--- src/rtl/fp_int_operand_feeder.sv ---
// Operand feeder for the FP16 x int multiplier: unpacks one weight lane per
// activation and presents registered (activation, weight) pairs downstream.
module fp_int_operand_feeder #(
  parameter int WIDTH_A    = 16,
  parameter int INT_WIDTH  = 4,
  parameter int WORD_WIDTH = 32,
  parameter int LANES      = WORD_WIDTH / INT_WIDTH
) (
  input  logic                  clk_i,
  input  logic                  rst_ni,
  input  logic [WORD_WIDTH-1:0] weight_word_i,
  input  logic                  weight_valid_i,
  output logic                  weight_ready_o,
  input  logic [WIDTH_A-1:0]    act_i,
  input  logic                  act_valid_i,
  output logic                  act_ready_o,
  output logic [WIDTH_A-1:0]    operand_a_o,
  output logic [INT_WIDTH-1:0]  operand_b_o,
  output logic                  last_o,
  output logic                  out_valid_o,
  input  logic                  out_ready_i
);

  localparam int IDX_W = (LANES > 1) ? $clog2(LANES) : 1;
  localparam logic [IDX_W-1:0] LAST_IDX = IDX_W'(LANES - 1);

  typedef enum logic {EMPTY, LOADED} state_e;

  state_e                state_q, state_d;
  logic [IDX_W-1:0]      idx_q, idx_d;
  logic [WORD_WIDTH-1:0] word_q, word_d;
  logic [WIDTH_A-1:0]    op_a_q, op_a_d;
  logic [INT_WIDTH-1:0]  op_b_q, op_b_d;
  logic                  last_q, last_d;
  logic                  out_valid_q, out_valid_d;

  logic loaded;
  logic can_issue;
  logic fire;
  logic last_lane;
  logic word_accept;

  // Readies are gated by rst_ni so nothing is consumed while reset is held.
  assign loaded      = rst_ni && (state_q == LOADED);
  assign can_issue   = !out_valid_q || out_ready_i;
  assign fire        = loaded && act_valid_i && can_issue;
  assign last_lane   = (idx_q == LAST_IDX);
  assign word_accept = weight_valid_i && weight_ready_o;

  assign act_ready_o    = loaded && can_issue;
  assign weight_ready_o = rst_ni && ((state_q == EMPTY) || (last_lane && fire));

  assign operand_a_o = op_a_q;
  assign operand_b_o = op_b_q;
  assign last_o      = last_q;
  assign out_valid_o = out_valid_q;

  always_comb begin
    state_d     = state_q;
    idx_d       = idx_q;
    word_d      = word_q;
    op_a_d      = op_a_q;
    op_b_d      = op_b_q;
    last_d      = last_q;
    out_valid_d = out_valid_q;

    if (fire) begin
      op_a_d      = act_i;
      op_b_d      = word_q[idx_q*INT_WIDTH +: INT_WIDTH];
      last_d      = last_lane;
      out_valid_d = 1'b1;
      if (!last_lane) begin
        idx_d = idx_q + 1'b1;
      end else begin
        state_d = EMPTY;
        idx_d   = '0;
      end
    end else if (out_ready_i) begin
      out_valid_d = 1'b0;
    end

    // A refill on the last-lane fire overrides the drop back to EMPTY.
    if (word_accept) begin
      word_d  = weight_word_i;
      idx_d   = '0;
      state_d = LOADED;
    end
  end

  always_ff @(posedge clk_i) begin
    if (!rst_ni) begin
      state_q     <= EMPTY;
      idx_q       <= '0;
      word_q      <= '0;
      op_a_q      <= '0;
      op_b_q      <= '0;
      last_q      <= 1'b0;
      out_valid_q <= 1'b0;
    end else begin
      state_q     <= state_d;
      idx_q       <= idx_d;
      word_q      <= word_d;
      op_a_q      <= op_a_d;
      op_b_q      <= op_b_d;
      last_q      <= last_d;
      out_valid_q <= out_valid_d;
    end
  end

endmodule

--- config.mk ---
export PLATFORM = sky130hd
export DESIGN_NAME = fp_int_operand_feeder
export DESIGN_NICKNAME = d
export VERILOG_FILES = /design/src/rtl/fp_int_operand_feeder.sv
export SDC_FILE = /design/constraint.sdc
export NUM_CORES = 1
export LEC_CHECK = 0
export CAP_MARGIN = 40
export CORE_MARGIN = 2
export CORE_UTILIZATION = 45
export DETAILED_ROUTE_END_ITERATION = 7
export DONT_BUFFER_PORTS = 1
export GPL_TIMING_DRIVEN = 1
export SETUP_SLACK_MARGIN = 0.4
export SYNTH_ARGS = -nofsm -noshare
export SYNTH_HDL_FRONTEND = slang
export SYNTH_SLANG_ARGS = --single-unit
--- constraint.sdc ---
create_clock -name clk_i -period 1.5 [get_ports clk_i]
set_input_delay 0 -clock clk_i [delete_from_list [all_inputs] [get_ports clk_i]]
set_output_delay 0 -clock clk_i [all_outputs]
set_load 0.05 [all_outputs]
# After elaboration in Yosys (flattened, before gate mapping)
# Index checks and enable logic that the tools add are counted.
# W data, S select, Z words.
[classes] n_addsub=1 shift=1 bitwise_logic=2 eq_ne=1 muxes=6 n_reduce_logical=15
[op_table] cell="$shiftx A32 B6 Y4" n=1
[op_table] cell="$logic_and A1 B1 Y1" n=7
[op_table] cell="$reduce_bool A2 Y1" n=3
[op_table] cell="$mux W1" n=5
[op_table] cell="$add A3 B1 Y3 const B" n=1
[op_table] cell="$eq A3 B3 Y1 const B" n=1
[op_table] cell="$mux W3" n=1
[op_table] cell="$logic_or A1 B1 Y1" n=2
[op_table] cell="$not A1 Y1" n=2
[op_table] cell="$reduce_and A2 Y1" n=1
[op_table] cell="$reduce_or A2 Y1" n=1
[op_table] cell="$logic_not A1 Y1" n=1
[word_totals] regBits=58 out_inout_bits=24 elab_cells=33 input_bits=53

# Logic depth before layout (Yosys ltp)
# Gate-level depths: netlist of the first run.
[logic_depth] ltp_word=9 mapped_depth=7 ltp_nobuf=5

# Worst setup path after synthesis of the first run
# OpenSTA, ideal clock, no wires.
[synth_path] kind="flip-flop to flip-flop" start="register out_valid_q (netlist: out_valid_o)" end="register word_q[10]" path_slack_ns=-0.177 arrival_time_ns=1.559 required_ns=1.382 stages_incl_launch_ff=7 synth_period_minus_slack_ns=1.677 setup_ns=0.118 path_cell_list="dfxtp_1 > nand2b_4 > a41o_1 > and2_4 > buf_6 > buf_12 > mux2i_1"
[synth_via] elab_chain_cells=7
[synth_lines] item="start: declaration" line="35" source="logic out_valid_q, out_valid_d;"
[synth_lines] item="start signal: assignment" line="106" source="out_valid_q <= out_valid_d;"
[synth_lines] item="$logic_not A1 Y1" line="45" source="assign can_issue = !out_valid_q || out_ready_i;"
[synth_lines] item="$logic_or A1 B1 Y1" line="45"
[synth_lines] item="$logic_and A1 B1 Y1" line="46" source="assign fire = loaded && act_valid_i && can_issue;"
[synth_lines] item="$logic_and A1 B1 Y1" line="51" source="assign weight_ready_o = rst_ni && ((state_q == EMPTY) || (last_lane && fire));"
[synth_lines] item="$logic_or A1 B1 Y1" line="51"
[synth_lines] item="$logic_and A1 B1 Y1" line="51"
[synth_lines] item="$logic_and A1 B1 Y1" line="48" source="assign word_accept = weight_valid_i && weight_ready_o;"
[synth_lines] item="end signal: assignment" line="102" source="word_q <= word_d;"
[synth_lines] item="end: declaration" line="31" source="logic [WORD_WIDTH-1:0] word_q, word_d;"
# Every way passes these cells.
# A chain may end at the register's enable or synchronous reset.

# Worst setup path in the final report of the first run
[layout_path] start="register idx_q[0]" end="output weight_ready_o"
[layout_via] elab_chain_cells=4
[layout_lines] item="start: declaration" line="30" source="logic [IDX_W-1:0] idx_q, idx_d;"
[layout_lines] item="start signal: assignment" line="101" source="idx_q <= idx_d;"
[layout_lines] item="$eq A3 B3 Y1" line="47" source="assign last_lane = (idx_q == LAST_IDX);"
[layout_lines] item="net last_lane" line="40" source="logic last_lane;"
[layout_lines] item="$logic_and A1 B1 Y1" line="51"
[layout_lines] item="$logic_or A1 B1 Y1" line="51"
[layout_lines] item="$logic_and A1 B1 Y1" line="51"
[layout_lines] item="end: declaration" line="13" source="output logic weight_ready_o,"
# The timed path passes the listed nets, and every way through them passes these cells.

==> results of run 1 <==
==> path summary, 6_finish.rpt <==
kind                      from        endpoint  cells after the start
max                   idx_q[0]  weight_ready_o                      6
min          weight_word_i[14]      word_q[14]                      2
max reg2reg           idx_q[0]       word_q[7]                      7
min reg2reg          word_q[9]       word_q[9]                      2
==> what timing repair did <==
action,4_1_cts,5_1_grt
pin swaps,49,9
setup buffers,11,3
endpoints found under the setup margin,58,60
gates resized for setup,67,27
cloned,6,3
endpoints found under the hold margin,53,32
hold buffers,53,18
==> final cells by class <==
type	instances	area, um2	share of cell area (%)
timing repair buffer	122	1290	30.0
inverter	3	11.3	0.262
multi-input combinational	206	1580	36.6
clock buffer	13	149	3.46
clock inverter	3	15.0	0.349
tap	72	90.1	2.09
sequential	58	1170	27.3
==> cells by family (layout without fill, tap and decap cells) <==
group	count (synthesis)	count (layout)	synth area share, %
and+or+nand+nor	117	120	19.7
DFF	58	58	45.8
muxes	45	45	17.8
AOI/OAI and AO/OA	39	39	9.96
buffers and inverters	23	141	5.82
adders and majority gates	2	2	0.986
==> synth_stat cells (all sizes together) (2+ instances only) <==
| cell | instances |
|---|---|
| clkbuf | 10 |
| ha | 2 |
| mux2i | 45 |
| a22oi | 4 |
| a211oi | 5 |
| nor2b | 5 |
| nand2b | 2 |
| and2 | 3 |
| a21oi | 23 |
| dfxtp | 58 |
| a32o | 4 |
| nand2 | 100 |
| inv | 3 |
| buf | 10 |
==> worst register-to-register path, cell delays in order (launching register included) <==
cell and delay [ps]:
dfxtp_4 350, ha_4 160, ha_4 150, a41o_1 210
buf_6 140, and2_4 180, clkbuf_16 160, mux2i_1 110
==> per-stage QoR <==
stage | cell area [um2] | power (mW)
global placement | 2780 | 2.00
detailed placement | 2780 | 2.01
floorplan | 2630 | 1.98
finish | 4300 | 3.51
global route | 4300 | 3.65
CTS | 3930 | 3.43
==> metal layers <==
layer  routed length (um)  up-vias  GRT usage (%)
met4                  106        0           9.66
li1                     -     1187              -
met1                 3100     1166           26.9
met3                  348       11           5.11
met5                    0        -              0
met2                 4130       64           41.7
==> power groups by stage <==
| stage | clock network, mW | logic [mW] | registers (mW) |
|---|---|---|---|
| after global placement | 0 | 0.321 | 1.68 |
| after CTS | 1.25 | 0.539 | 1.65 |
| after floorplan | 0 | 0.256 | 1.72 |
| final | 1.22 | 0.631 | 1.65 |
| after global routing | 1.32 | 0.668 | 1.66 |
| after detailed placement | 0 | 0.326 | 1.68 |
==> state kept, by name, summed over array words and instances (netlist names) <==
register / cells
word_q: 32
operand_a_o: 16
operand_b_o: 4
idx_q: 3
last_o: 1
out_valid_o: 1
state_q: 1
==> flow_metrics.env, run 1 <==
export IMPL_async_reset_ff_share_pct=0
export IMPL_gp_congestion=0.773
export IMPL_dp_hpwl_mm=3.54
export IMPL_drc_errors=0
export IMPL_synth_seq_cells=58
export IMPL_postSynthCellCount=284
export IMPL_drive_above_1_share_pct=31.6
export IMPL_postRouteWirelength_mm=7.69
export IMPL_p_leak_nw=1.74
export IMPL_cp_end_kind="output pin"
export IMPL_tightest_slew_ps=488
export IMPL_synth_area_per_cell_um2=8.93
export IMPL_slowest_delay_ps=350
export IMPL_setup_ws_ps=-90.1
export IMPL_ys_top_cells_by_area="dfxtp_1 (46%), mux2i_1 (18%), nand2_1 (15%), a21oi_1 (4.5%), buf_12 (2.4%)"
export IMPL_die_y_um=79.1
export IMPL_fin_worst_skew_ps=3.79
export IMPL_seqPwrFrac_pct=47.2
export IMPL_pwr_share_clk_pct=34.8
export IMPL_ir_worst_vdd_uv=562
export IMPL_ctsLongestPathBuffers=2
export IMPL_cts_buffers=9
export IMPL_fin_crit_ps=1590
export IMPL_synth_area_leader_cell="dfxtp_1"
export IMPL_antenna_found_initial=0
export IMPL_die_x_um=79.1
export IMPL_maxSlewHeadroom_pct=67.3
export IMPL_cp_max_fo=2
export IMPL_p_comb_share_pct=18.0
export IMPL_grt_pass1_vias=2366
export IMPL_syn_num_nets=339
export IMPL_p_switching_mw=0.920
export IMPL_ant_nets=0
export IMPL_p_int_mw=2.59
export IMPL_grt_overflow_total=0
export IMPL_ys_seq_area_share_pct=45.8
export IMPL_path_common_cell="ha_4"
export IMPL_drv_cap=0
export IMPL_antenna_cells=0
export IMPL_netlist_area_um2=2540
export IMPL_coreArea_um2=5470
export IMPL_avgRoutedWirePerCell_um=16.1
export IMPL_clockRootBuffer="clkbuf_8"
export IMPL_grt_pass1_wl_mm=11.1
export IMPL_final_common_cell="nand2_1"
export IMPL_layout_common_cells="nand2_1 (83), dlygate4sd3_1 (71), dfxtp_1 (55)"
export IMPL_violations="hold timing, setup timing"
export IMPL_hold_violations=32
export IMPL_critPathTopFamily="flip-flops"
export IMPL_p_sw_share_pct=26.2
export IMPL_drt_iter0_drc=74
export IMPL_syn_to_final_growth_pct=69.5
export IMPL_hold_slack_ps=-174
export IMPL_hold_path_class="input pin to flip-flop"
export IMPL_arrival_ps=1590
export IMPL_start_kind="flip-flop"
export IMPL_utilization_pct=78.6
export IMPL_max_freq_mhz=629
export IMPL_track_usage_pct=23.4
export IMPL_cts_num_sinks=58
export IMPL_cpMaxStageDelayCell="dfxtp_4"
export IMPL_setup_viol=24
export IMPL_nNetsFinal=455
export IMPL_yosysUniqueCellTypes=31
export IMPL_ios=77
export IMPL_path_cells="ha_4 > ha_4 > a41o_1 > buf_6 > and2_4 > buf_12"
export IMPL_cts_tree="done"
export IMPL_htreeDepth=3
export IMPL_yosysWarnings=0
export IMPL_start_util_pct=46.4
export IMPL_dr_pass1_iters=4
export IMPL_setup_tns_final_ps=-1090
export IMPL_synth_top_cell_area_share_pct=45.8
export IMPL_portBuffers=0
export IMPL_dr_total_vias=2428
export IMPL_dieArea_um2=6260
export IMPL_r2r_setup_slack_ps=-70
export IMPL_clk_latency_ps=320
export IMPL_rsz0062_at_grt="yes"
export IMPL_post_place_ws_ps=-158
export IMPL_outcome="complete, but fails checks"
export IMPL_maxSlewViolCount=0
export IMPL_grt_max_degree=71
export IMPL_cp_num_buf_inv=2
export IMPL_criticalPathCategory="flip-flop to output pin"
export IMPL_timing_final_crit_share_pct=106
export IMPL_rows=27
export IMPL_crit_required_ps=1500
export IMPL_dp_cells=367
export IMPL_p_per_area_nw_per_um2=815
export IMPL_stdcell_count=477
export IMPL_clk_pin_slew_ps=60
export IMPL_synth_ff_type="dfxtp_1"
export IMPL_num_fill_cells=382
export IMPL_synth_edf_count=0
export IMPL_viasPerCell=5.09
Note: power is estimated with default switching activity, not from simulation.
==> run 2: changes to the inputs <==
- BUFFER_PORTS_ARGS: not set -> -buffer_cell sky130_fd_sc_hd__buf_2
- DONT_BUFFER_PORTS: 1 -> not set
- PLACE_DENSITY: not set -> 0.74
==> run 2 against run 1 <==
  * The flow still finishes with violations (hold timing, setup timing)
  * Maximum frequency shrank 1.3%
  * Largest cell class unchanged
  * Flip-flop and latch count is the same
  * Critical path type unchanged
  * Die area unchanged
  * Global-route usage increased by 0.14 points
  * Worst setup slack lost 22 ps
  * Critical endpoint unchanged
  * Count of clock-buffer cells in the layout increased by 2
  * Wire length increased by 2.3%
  * Largest power group unchanged
  * Critical path depth unchanged
  * Power increased by 0.27%
  * Clock skew grew 4.3 ps
  * Register-to-register slack about the same
  * Core utilization fell by 1.8 points
==> flow_metrics.env, run 2 (synthesized netlist as in run 1, its figures left out) <==
export IMPL_hold_path_class="input pin to flip-flop"
export IMPL_track_usage_pct=23.5
export IMPL_clk_pin_slew_ps=60
export IMPL_grt_pass1_vias=2465
export IMPL_clk_latency_ps=340
export IMPL_rows=27
export IMPL_layout_common_cells="nand2_1 (83), buf_2 (74), dfxtp_1 (55)"
export IMPL_coreArea_um2=5470
export IMPL_setup_ws_ps=-112
export IMPL_grt_max_degree=32
export IMPL_crit_required_ps=1500
export IMPL_grt_overflow_total=0
export IMPL_dr_pass1_iters=4
export IMPL_rsz0062_at_grt="yes"
export IMPL_p_per_area_nw_per_um2=836
export IMPL_dr_wl_met2_mm=4.06
export IMPL_fin_worst_skew_ps=8.10
export IMPL_cts_num_sinks=58
export IMPL_ctsLongestPathBuffers=2
export IMPL_htreeDepth=3
export IMPL_drive_above_1_share_pct=40.1
export IMPL_drt_iter0_drc=149
export IMPL_portBuffers=76
export IMPL_outcome="complete, but fails checks"
export IMPL_setup_viol=19
export IMPL_syn_to_final_growth_pct=65.6
export IMPL_dieArea_um2=6260
export IMPL_criticalPathCategory="flip-flop to output pin"
export IMPL_route_met3_wl_um=430
export IMPL_gp_congestion=0.748
export IMPL_avgRoutedWirePerCell_um=15.5
export IMPL_drv_cap=0
export IMPL_cp_max_fo=2
export IMPL_ios=77
export IMPL_viasPerCell=5.07
export IMPL_largest_reg_flops=32
export IMPL_top_register="word_q"
export IMPL_p_leak_nw=1.87
export IMPL_antenna_found_initial=0
export IMPL_hold_violations=1
export IMPL_clockRootBuffer="clkbuf_8"
export IMPL_antenna_cells=0
export IMPL_dp_hpwl_mm=3.78
export IMPL_cts_buffers=9
export IMPL_dr_total_vias=2565
export IMPL_ant_nets=0
export IMPL_cp_end_kind="output pin"
export IMPL_die_y_um=79.1
export IMPL_hold_buffers=49
export IMPL_cts_tree="done"
export IMPL_hold_slack_ps=-18.1
export IMPL_final_common_cell="nand2_1"
export IMPL_met1Wirelength_mm=3.23
export IMPL_tightest_slew_ps=479
export IMPL_grt_pass1_wl_mm=11.4
export IMPL_fin_crit_ps=1610
export IMPL_arrival_ps=1610
export IMPL_violations="hold timing, setup timing"
export IMPL_dr_max_layer_used="met4"
export IMPL_die_x_um=79.1
export IMPL_maxSlewHeadroom_pct=67.9
export IMPL_max_freq_mhz=620
export IMPL_timing_final_crit_share_pct=107
export IMPL_maxSlewViolCount=0
export IMPL_power_mw=3.51
export IMPL_ir_worst_vdd_uv=647
export IMPL_drc_errors=0
export IMPL_start_util_pct=46.4
export IMPL_postRouteWirelength_mm=7.86
export IMPL_start_kind="flip-flop"
export IMPL_nNetsFinal=485
==> run 2: changes by cell type in the layout (fill, tap and decap cells not counted), moves of 2 or more <==
cell,change
buf_2,+74
dlygate4sd3_1,-22
buf_4,-17
buf_6,-4
clkinv_2,-3
a22oi_1,+2
a22oi_2,-2
buf_16,-2
clkbuf_1,+2
==> run 2: path summary, 6_finish.rpt <==
path                                   from              to  slack (ps)  cells after the start
worst min register to register   word_q[11]      word_q[11]         460                      2
worst min-delay path            out_ready_i     out_valid_o         -20                      3
worst max register to register     idx_q[1]      word_q[28]         -80                      7
worst max-delay path               idx_q[1]  weight_ready_o        -110                      6
==> run 2: stage by stage <==
stage	cell area (um2)	instances	setup WS, ps	utilization (%)	setup TNS [ps]
after floorplan	2630	284	-15.6	-	-429
after global placement	2990	422	-112	54.7	-3470
after detailed placement	2990	422	-169	54.7	-4490
after CTS	3940	496	-104	71.9	-857
after global routing	4200	506	-147	76.8	-2140
final	4200	506	-112	76.8	-1370
==> run 2: timing repair <==
action / in CTS / in global routing
setup buffers: 6 / 7
hold endpoints to repair: 51 / 1
cloned: 4 / 3
pin swaps: 18 / 8
setup endpoints to repair: 59 / 59
gates resized for setup: 53 / 31
==> run 2: cell type report <==
cell class,count,area [um2]
multi-input cells,206,1540
well taps,72,90.1
flip-flops and latches,58,1170
inverters,3,11.3
fillers,341,1270
clock buffers,15,156
repair buffers,152,1230
==> run 2: worst max-delay path, stage by stage, from the launching register on <==
cell and delay [ps]:
dfxtp_4 360, ha_4 160, ha_4 150, a41o_1 190
buf_6 120, and2_4 150, buf_8 140
==> run 2: per-layer routing <==
layer,global-route usage (%),up-vias
met5,0,-
met2,40.7,86
met4,9.66,0
li1,-,1250
met3,5.34,14
met1,28.0,1215
==> run 2: power breakdown <==
part / leakage [nW] / switching (mW) / internal (mW)
clock network: 0.0778 / 0.572 / 0.639
logic: 1.31 / 0.321 / 0.328
registers: 0.476 / 0.0450 / 1.61
total: 1.87 / 0.938 / 2.58
==> run 3: changes to the inputs <==
- MAX_ROUTING_LAYER: not set -> met4
==> run 3 against run 2 <==
  * The run still ends with hold timing, setup timing left
  * Power hardly changed
  * Non-clock buffer count stayed put
  * Clock power hardly changed
  * Die area stayed put
  * Wire length is 0.38% lower
  * Maximum frequency is 0.17% lower
  * Clock skew hardly changed
  * Critical endpoint unchanged
  * Largest cell class unchanged
  * Largest power group unchanged
  * Highest routed layer unchanged
==> flow_metrics.env, run 3 (synthesized netlist as in run 1, its figures left out) <==
export IMPL_ios=77
export IMPL_cp_end_kind="output pin"
export IMPL_die_y_um=79.1
export IMPL_drc_errors=0
export IMPL_gp_congestion=0.757
export IMPL_maxSlewViolCount=0
export IMPL_setup_tns_final_ps=-1420
export IMPL_dp_hpwl_mm=3.78
export IMPL_path_cells="ha_4 > ha_4 > a41o_1 > buf_6 > and2_4 > buf_8"
export IMPL_top_register="word_q"
export IMPL_dr_total_vias=2572
export IMPL_dp_cells=422
export IMPL_maxSlewHeadroom_pct=66.3
export IMPL_setup_ws_ps=-114
export IMPL_fin_area_um2=4200
export IMPL_antenna_cells=0
export IMPL_dieArea_um2=6260
export IMPL_start_util_pct=46.4
export IMPL_num_fill_cells=341
export IMPL_hold_slack_ps=-22.8
export IMPL_crit_required_ps=1500
export IMPL_p_leak_nw=1.87
export IMPL_r2r_setup_slack_ps=-80
export IMPL_arrival_ps=1610
export IMPL_hold_buffers=49
export IMPL_avgRoutedWirePerCell_um=15.5
export IMPL_multi_input_area_um2=1540
export IMPL_p_per_area_nw_per_um2=836
export IMPL_track_usage_pct=24.2
export IMPL_grt_pass1_vias=2468
export IMPL_grt_overflow_total=0
export IMPL_layout_common_cells="nand2_1 (83), buf_2 (74), dfxtp_1 (55)"
export IMPL_violations="hold timing, setup timing"
export IMPL_die_x_um=79.1
export IMPL_cp_max_fo=2
export IMPL_htreeDepth=3
export IMPL_portBuffers=76
export IMPL_cts_tree="done"
export IMPL_viasPerCell=5.08
export IMPL_fin_crit_ps=1610
export IMPL_setup_viol=19
export IMPL_clockRootBuffer="clkbuf_8"
export IMPL_syn_to_final_growth_pct=65.6
export IMPL_outcome="complete, but fails checks"
export IMPL_ir_worst_vdd_uv=647
export IMPL_fin_worst_skew_ps=7.67
export IMPL_cts_num_sinks=58
export IMPL_ctsLongestPathBuffers=2
export IMPL_nNetsFinal=485
export IMPL_post_dp_cell_area_um2=2990
export IMPL_tightest_slew_ps=503
export IMPL_hold_violations=1
export IMPL_drt_iter0_drc=137
export IMPL_criticalPathCategory="flip-flop to output pin"
export IMPL_rsz0062_at_grt="yes"
export IMPL_start_kind="flip-flop"
export IMPL_seq_area_um2=1170
export IMPL_cpMaxStageDelayCell="dfxtp_4"
export IMPL_drive_above_1_share_pct=40.1
export IMPL_grt_max_degree=32
export IMPL_cts_buffers=9
export IMPL_path_common_cell="ha_4"
export IMPL_ant_nets=0
export IMPL_grt_pass1_wl_mm=11.4
export IMPL_largest_reg_flops=32
export IMPL_antenna_found_initial=0
export IMPL_stdcell_count=506
export IMPL_rows=27
export IMPL_clk_pin_slew_ps=60
export IMPL_max_freq_mhz=619
export IMPL_drv_cap=0
export IMPL_coreArea_um2=5470
export IMPL_final_common_cell="nand2_1"
export IMPL_hold_path_class="input pin to flip-flop"
export IMPL_dr_pass1_iters=4
export IMPL_timing_final_crit_share_pct=108
export IMPL_clk_latency_ps=340
export IMPL_slowest_delay_ps=360
export IMPL_postRouteWirelength_mm=7.83
-- run 3: cell counts in the layout (fill, tap and decap cells not counted) --
No cell type changed its count.
-- run 3: stage by stage --
stage | hold slack, ps | power (mW) | utilization, % | worst slack (ps)
after floorplan | 108 | 1.98 | - | -15.6
after global placement | 245 | 2.08 | 54.7 | -112
after detailed placement | 250 | 2.09 | 54.7 | -169
after CTS | -24.8 | 3.46 | 71.9 | -104
after global routing | -20.4 | 3.67 | 76.8 | -146
final | -22.8 | 3.51 | 76.8 | -114
-- run 3: worst paths after layout --
check / endpoint / cells past startpoint / from
setup / recovery: weight_ready_o / 6 / idx_q[1]
hold / removal: out_valid_o / 3 / out_ready_i
setup reg to reg: word_q[19] / 7 / idx_q[1]
hold reg to reg: word_q[20] / 2 / word_q[20]
-- run 3: cell type report --
type | instances | share of cell area [%]
multi-input cells | 206 | 36.7
repair buffers | 152 | 29.3
flip-flops and latches | 58 | 27.9
clock buffers | 15 | 3.72
well taps | 72 | 2.14
inverters | 3 | 0.268
-- run 3: critical path: cells and delay by family, from the launching register on --
kind            cells  cell delay [ps]
simple gates        1              150
compound gates      1              190
fa+ha+maj           2              310
flops               1              360
buf+inv             2              260
-- run 3: routing by layer --
layer	part of all wire [%]	global-route usage, %	routed length, um
met1	41	28.2	3240
met4	1.8	9.66	144
met2	52	40.7	4090
met3	4.6	5.23	363
met5	0	-	0
-- run 3: report_power, final --
part | internal [mW] | switching, mW | leakage (nW)
combinational | 0.328 | 0.321 | 1.31
sequential | 1.61 | 0.0449 | 0.476
clock | 0.639 | 0.573 | 0.0778
total | 2.58 | 0.938 | 1.87
-- run 3: repair_timing --
action,CTS,global route
gates cloned,4,3
resized for setup,53,31
buffers inserted,6,7
endpoints found under the hold margin,51,1
pin swaps,18,8
endpoints found under the setup margin,59,59
